`src/rtl/demux1to8_seq_pkg.sv`:
```
// Shared constants for the registered 1-to-8 demultiplexer.
// Lane count, select width and the lane-slice helper.
`ifndef DEMUX1TO8_SEQ_PKG_SV
`define DEMUX1TO8_SEQ_PKG_SV

// Low bit of lane i in a packed bus of WIDTH-bit lanes
`define DEMUX_LO(i, w) ((i) * (w))

package demux1to8_seq_pkg;
    localparam int LANES = 8;
    localparam int SEL_W = 3;
    localparam logic [SEL_W-1:0] LAST_LANE = 3'd7;
endpackage

`endif

```
`src/rtl/demux1to8_seq_lane.sv`:
```
// One output lane: data register plus valid flag.
// Reports when a write would clobber unconsumed data.
module demux_lane_reg #(
    parameter int WIDTH = 1
) (
    input  logic             clock,
    input  logic             reset,
    input  logic             wr,
    input  logic             ack,
    input  logic [WIDTH-1:0] d,
    input  logic [WIDTH-1:0] d_reset,
    output logic [WIDTH-1:0] q,
    output logic             valid,
    output logic             ovr
);
    logic [WIDTH-1:0] q_q;
    logic             valid_q;

    // A write carrying its own ack is a hand-off, not a loss
    always_comb begin
        ovr = wr & valid_q & ~ack;
    end

    // Write wins over ack; ack only clears the flag, data is kept
    always_ff @(posedge clock) begin
        if (reset) begin
            q_q     <= d_reset;
            valid_q <= 1'b0;
        end else if (wr) begin
            q_q     <= d;
            valid_q <= 1'b1;
        end else if (ack) begin
            valid_q <= 1'b0;
        end
    end

    assign q     = q_q;
    assign valid = valid_q;
endmodule

```
`src/rtl/demux1to8_seq.sv`:
```
// Registered 1-to-8 demultiplexer with per-lane valid/ack.
// Target is an external select or a round-robin pointer.
module demux1to8_seq
    import demux1to8_seq_pkg::*;
#(
    parameter int WIDTH = 1
) (
    input  logic                   clock,
    input  logic                   reset,
    input  logic [WIDTH-1:0]       in_reset,
    input  logic [WIDTH-1:0]       in,
    input  logic                   in_valid,
    input  logic [SEL_W-1:0]       select,
    input  logic                   auto,
    input  logic [LANES-1:0]       out_ack,
    output logic [LANES*WIDTH-1:0] out,
    output logic [LANES-1:0]       out_valid,
    output logic [SEL_W-1:0]       pointer,
    output logic                   overwrite,
    output logic                   frame_done
);
    logic [SEL_W-1:0] ptr_q, ptr_d;
    logic [SEL_W-1:0] target;
    logic [LANES-1:0] wr_vec;
    logic [LANES-1:0] ovr_vec;
    logic             ovr_q, ovr_d;
    logic             frame_q, frame_d;

    // Target decode, pointer advance and pulse conditions
    always_comb begin
        target  = auto ? ptr_q : select;
        wr_vec  = '0;
        ptr_d   = ptr_q;
        ovr_d   = 1'b0;
        frame_d = 1'b0;
        if (in_valid) begin
            wr_vec = LANES'(1) << target;
            ovr_d  = |ovr_vec;
            if (auto) begin
                ptr_d   = ptr_q + 3'd1;
                frame_d = (ptr_q == LAST_LANE);
            end
        end
    end

    // Pointer and one-cycle status pulses
    always_ff @(posedge clock) begin
        if (reset) begin
            ptr_q   <= '0;
            ovr_q   <= 1'b0;
            frame_q <= 1'b0;
        end else begin
            ptr_q   <= ptr_d;
            ovr_q   <= ovr_d;
            frame_q <= frame_d;
        end
    end

    for (genvar i = 0; i < LANES; i++) begin : g_lane
        demux_lane_reg #(
            .WIDTH (WIDTH)
        ) u_lane (
            .clock   (clock),
            .reset   (reset),
            .wr      (wr_vec[i]),
            .ack     (out_ack[i]),
            .d       (in),
            .d_reset (in_reset),
            .q       (out[`DEMUX_LO(i, WIDTH) +: WIDTH]),
            .valid   (out_valid[i]),
            .ovr     (ovr_vec[i])
        );
    end

    assign pointer    = ptr_q;
    assign overwrite  = ovr_q;
    assign frame_done = frame_q;
endmodule

```
`config.mk`:
```
export PLATFORM = sky130hd
export DESIGN_NAME = demux1to8_seq
export DESIGN_NICKNAME = d
export VERILOG_FILES = /design/src/rtl/demux1to8_seq_pkg.sv /design/src/rtl/demux1to8_seq_lane.sv /design/src/rtl/demux1to8_seq.sv
export SDC_FILE = /design/constraint.sdc
export NUM_CORES = 1
export LEC_CHECK = 0
export CORE_AREA = 3 3 57 59
export CTS_BUF_LIST = sky130_fd_sc_hd__clkbuf_2
export DETAILED_ROUTE_END_ITERATION = 10
export DIE_AREA = 0 0 60 62
export DONT_BUFFER_PORTS = 1
export PLACE_DENSITY = 0.49
export REMOVE_ABC_BUFFERS = 1
export SKIP_LAST_GASP = 1
export SYNTH_ARGS = -nofsm -noshare
export SYNTH_HDL_FRONTEND = slang
export SYNTH_HIERARCHICAL = 1
export SYNTH_SLANG_ARGS = --single-unit
```
`constraint.sdc`:
```
create_clock -name clock -period 2.8 [get_ports clock]
set_clock_uncertainty 0.1 [all_clocks]
set_input_delay 0.84 -clock clock [delete_from_list [all_inputs] [get_ports clock]]
set_output_delay 0.84 -clock clock [all_outputs]
set_load 0.005 [all_outputs]
```
==> summary.md <==
| Metric | Value |
|---|---|
| Number of post-CTS setup repair buffers | `0` |
| Leakage power | `approximately 0.41 nW` |
| CTS tree | `yes` |
| Crit path required time | `between 2000 and 3000 ps` |
| Setup TNS | `0 ps` |
| Ys async rst share | `0` |
| Metal-1 WL | `just over 900 um` |
| # setup viols final | `0` |
| Reg2Reg Setup Slack | `970 ps` |
| Final HPWL DP | `approximately 1.6 mm` |
| Avg Synthesized Cell Area | `10.4 um^2` |
| Crit Path Category | `in2reg` |
| Worst hold slack | `427 ps` |
| DRC | `0` |
| CP Cell Sequence | `or3b_1, a211oi_1, inv_1, nor2_1, nor4_1, a211oi_1` |
| Antenna violations before repair | `0` |
| Status | `complete, no violations` |
| XOR/XNOR Fraction of Synth Area | `0` |
| RR Endpoint | `overwrite` |
| Post-synth EDFFs | `8` |
| Max_cap viols | `0` |
| Max Freq | `504 MHz` |
| GPL Wtd Cong | `between 0.7 and 0.8` |
| Area grow syn2layout | `3.40%` |
| GRT overflow | `0` |
| Synth Flop Type | `dfxtp_1` |
| Fin crit period | `slightly below 2000 ps` |
| Met2 Routed Length | `roughly 940 um` |
| Final Max Tran Viols | `0` |
| Hold endpoint | `g_lane[3].u_lane/valid` |
| Fin nets | `around 130` |
| Post-synthesis mux area share | `0.128` |
| DR vias/cell | `roughly 5.6` |
| Fraction of the mapped netlist area in simple logic gates | `0.208` |
| DR WL met3 | `178 um` |
| Crit. Startpoint | `auto` |
| Slew @ Worst Pin | `397 ps` |
| Top cell by count, worst path | `a211oi_1` |
| Longest Clk Path Bufs | `2` |
| Internal power | `a little over 400 uW` |
| CTS HTree Levels | `1` |
| CTS buffer count | `3` |
| Crit path DAT | `2130 ps` |
| Num ports | `38` |
| Initial core utilization | `0.401` |
| Vias in the first global route | `711` |
| Largest area contributor in the netlist | `dfxtp_1` |
| Endpoints failing hold | `0` |
| Crit path max fanout | `17` |
| Core Area | `~0.0028 mm^2` |
| Power Density | `about 450 mW/mm^2` |
| Worst Reg-to-Reg Cells | `6` |
| Crit-path max cell delay | `about 400 ps` |
| Post-synth top cells | `dfxtp_1 (13), a21oi_1 (11), a211oi_1 (9)` |
| Chip height | `between 60 and 70 um` |
| Cell variety after synth | `22` |
| Total Routed Length | `between 2 and 2.5 mm` |
| Global-route wire length before repair | `about 3.4 mm` |
| Ant diodes | `0` |
| Largest net degree at the start of global routing | `30` |
| Part of the Yosys area used for sequential elements | `0.453` |
| DR vias | `768` |
| Cells after Synth | `between 100 and 150` |
| Worst skew pair latency | `310 ps` |
| Register area | `around 500 um^2` |
| Synth area leaders | `dfxtp_1 (24%), edfxtp_1 (22%), mux2_4 (11%)` |
| Switching Fraction | `0.225` |
| 1st-iter DRT viols | `22` |
| Logic pwr share | `0.092` |
| Top Metal Used | `met4` |
| CP Launch Type | `input port` |
| CP max-delay cell | `a211oi_1` |
| Clock-pin slew on the worst setup and hold paths | `approximately 190 ps` |
| Multi-input logic area | `~550 um^2` |
| Worst r2r src | `pointer[1]` |
| Root buf cell | `clkbuf_2` |
| Largest family of logic cells by synthesized area | `simple AND/OR/NAND/NOR gates` |
| Post-synthesis compound-gate area fraction | `0.138` |
| Worst hold path cell count | `2` |
| Period utilization | `0.709` |
| Worst Hold Class | `reg2reg` |
| Post-Syn Area | `~0.0011 mm^2` |
| Port bufs | `0` |
| Hold Buf Count CTS | `0` |
| Min-delay src | `g_lane[3].u_lane/valid` |
| Critical Path End Type | `flop` |
| Filler cells | `280` |
| Synth warn | `6` |
| Top-count cell post-synth | `dfxtp_1` |
| Final antenna-violating net count | `0` |
| Yosys top cell area share | `0.236` |
| First drt pass iteration count | `4` |
| Gr usage total | `0.124` |
| Post-Synth Adder-Cell Area | `0.0227` |
| Avg WL per Cell | `15.0 um` |
| Synth Register Bits | `21` |
| Die footprint | `0.00372 mm^2` |
| CTS Sinks | `21` |
| Clock share of power | `0.246` |
| Maximum VDD drop | `0.000226 V` |
| Slew HR | `0.734` |
| NetSw | `about 120 uW` |
| Layout cells sized above 1 | `0.224` |
| Flop pwr share | `0.662` |
| Die X | `roughly 60 um` |
| RSZ-0062 raised after global routing | `no` |
| FP Rows | `19` |
| Post_cts resized | `0` |
## final cells by class
cell class / count / share of cell area
inverter: 9 / 0.0296
tap: 31 / 0.0340
clock buffer: 4 / 0.0175
sequential: 21 / 0.438
multi-input combinational: 73 / 0.481
## sequential cells by signal, summed over array words and instances, names as in the netlist
name and count:
frame_done 1, g_lane.u_lane/q 8, g_lane.u_lane/valid 8, overwrite 1, pointer 3
## layout by cell type, fill, tap and decap left out
| master | n |
|---|---|
| mux2i_1 | 1 |
| or3b_1 | 3 |
| nor2_1 | 8 |
| clkinv_1 | 1 |
| dfxtp_1 | 13 |
| a21bo_2 | 3 |
| nor4_1 | 2 |
| clkbuf_2 | 4 |
| mux2_4 | 8 |
| nand3_1 | 3 |
| a21oi_1 | 11 |
| and4b_1 | 1 |
| or3_1 | 1 |
| nand2b_1 | 8 |
| ha_1 | 2 |
| a211oi_1 | 9 |
| nand3b_1 | 4 |
| inv_1 | 8 |
| edfxtp_1 | 8 |
| or2_2 | 8 |
| mux2_2 | 1 |
## stage by stage
stage | area (um^2) | instances | power [mW] | util | setup WS [ps]
global route | 1140 | 138 | 0.547 | 0.414 | 743
CTS | 1140 | 138 | 0.530 | 0.414 | 806
detailed placement | 1120 | 134 | 0.399 | 0.407 | 457
global placement | 1120 | 134 | 0.399 | 0.407 | 473
finish | 1140 | 138 | 0.520 | 0.414 | 816
floorplan | 1080 | 103 | 0.391 | - | 718
## power groups by stage
stage | Sequential (mW) | Clock, mW | Combinational, mW
2_1_floorplan | 0.348 | 0 | 0.0422
3_3_place_gp | 0.351 | 0 | 0.0479
3_5_place_dp | 0.351 | 0 | 0.0481
4_1_cts | 0.345 | 0.137 | 0.0483
5_1_grt | 0.347 | 0.147 | 0.0530
6_report | 0.344 | 0.128 | 0.0478
## logic make-up after synthesis
logic type      after synthesis
simple gates                 38
fa+ha+maj                     2
mux                          10
compound gates               23
flops                        21
buf+inv                      12
## critical path: cells and delay by family
family | cells | cell delay [ps]
AO/OA/AOI/OAI | 2 | 610
AND/OR/NAND/NOR | 3 | 580
buffers and inverters | 1 | 100
## layer usage
metal | track usage | up-vias
li1 | - | 378
met1 | 0.153 | 355
met2 | 0.193 | 31
met3 | 0.0455 | 4
met4 | 0.0570 | 0
met5 | 0 | -
## worst max path at each step
stage	end	cells after the start	slack (ps)
floorplan	overwrite	6	720
global placement	overwrite	6	470
detailed placement	overwrite	6	460
CTS	overwrite	6	810
global route	overwrite	6	740
finish	overwrite	6	820
No activity file was read; power rests on OpenSTA's default activity.
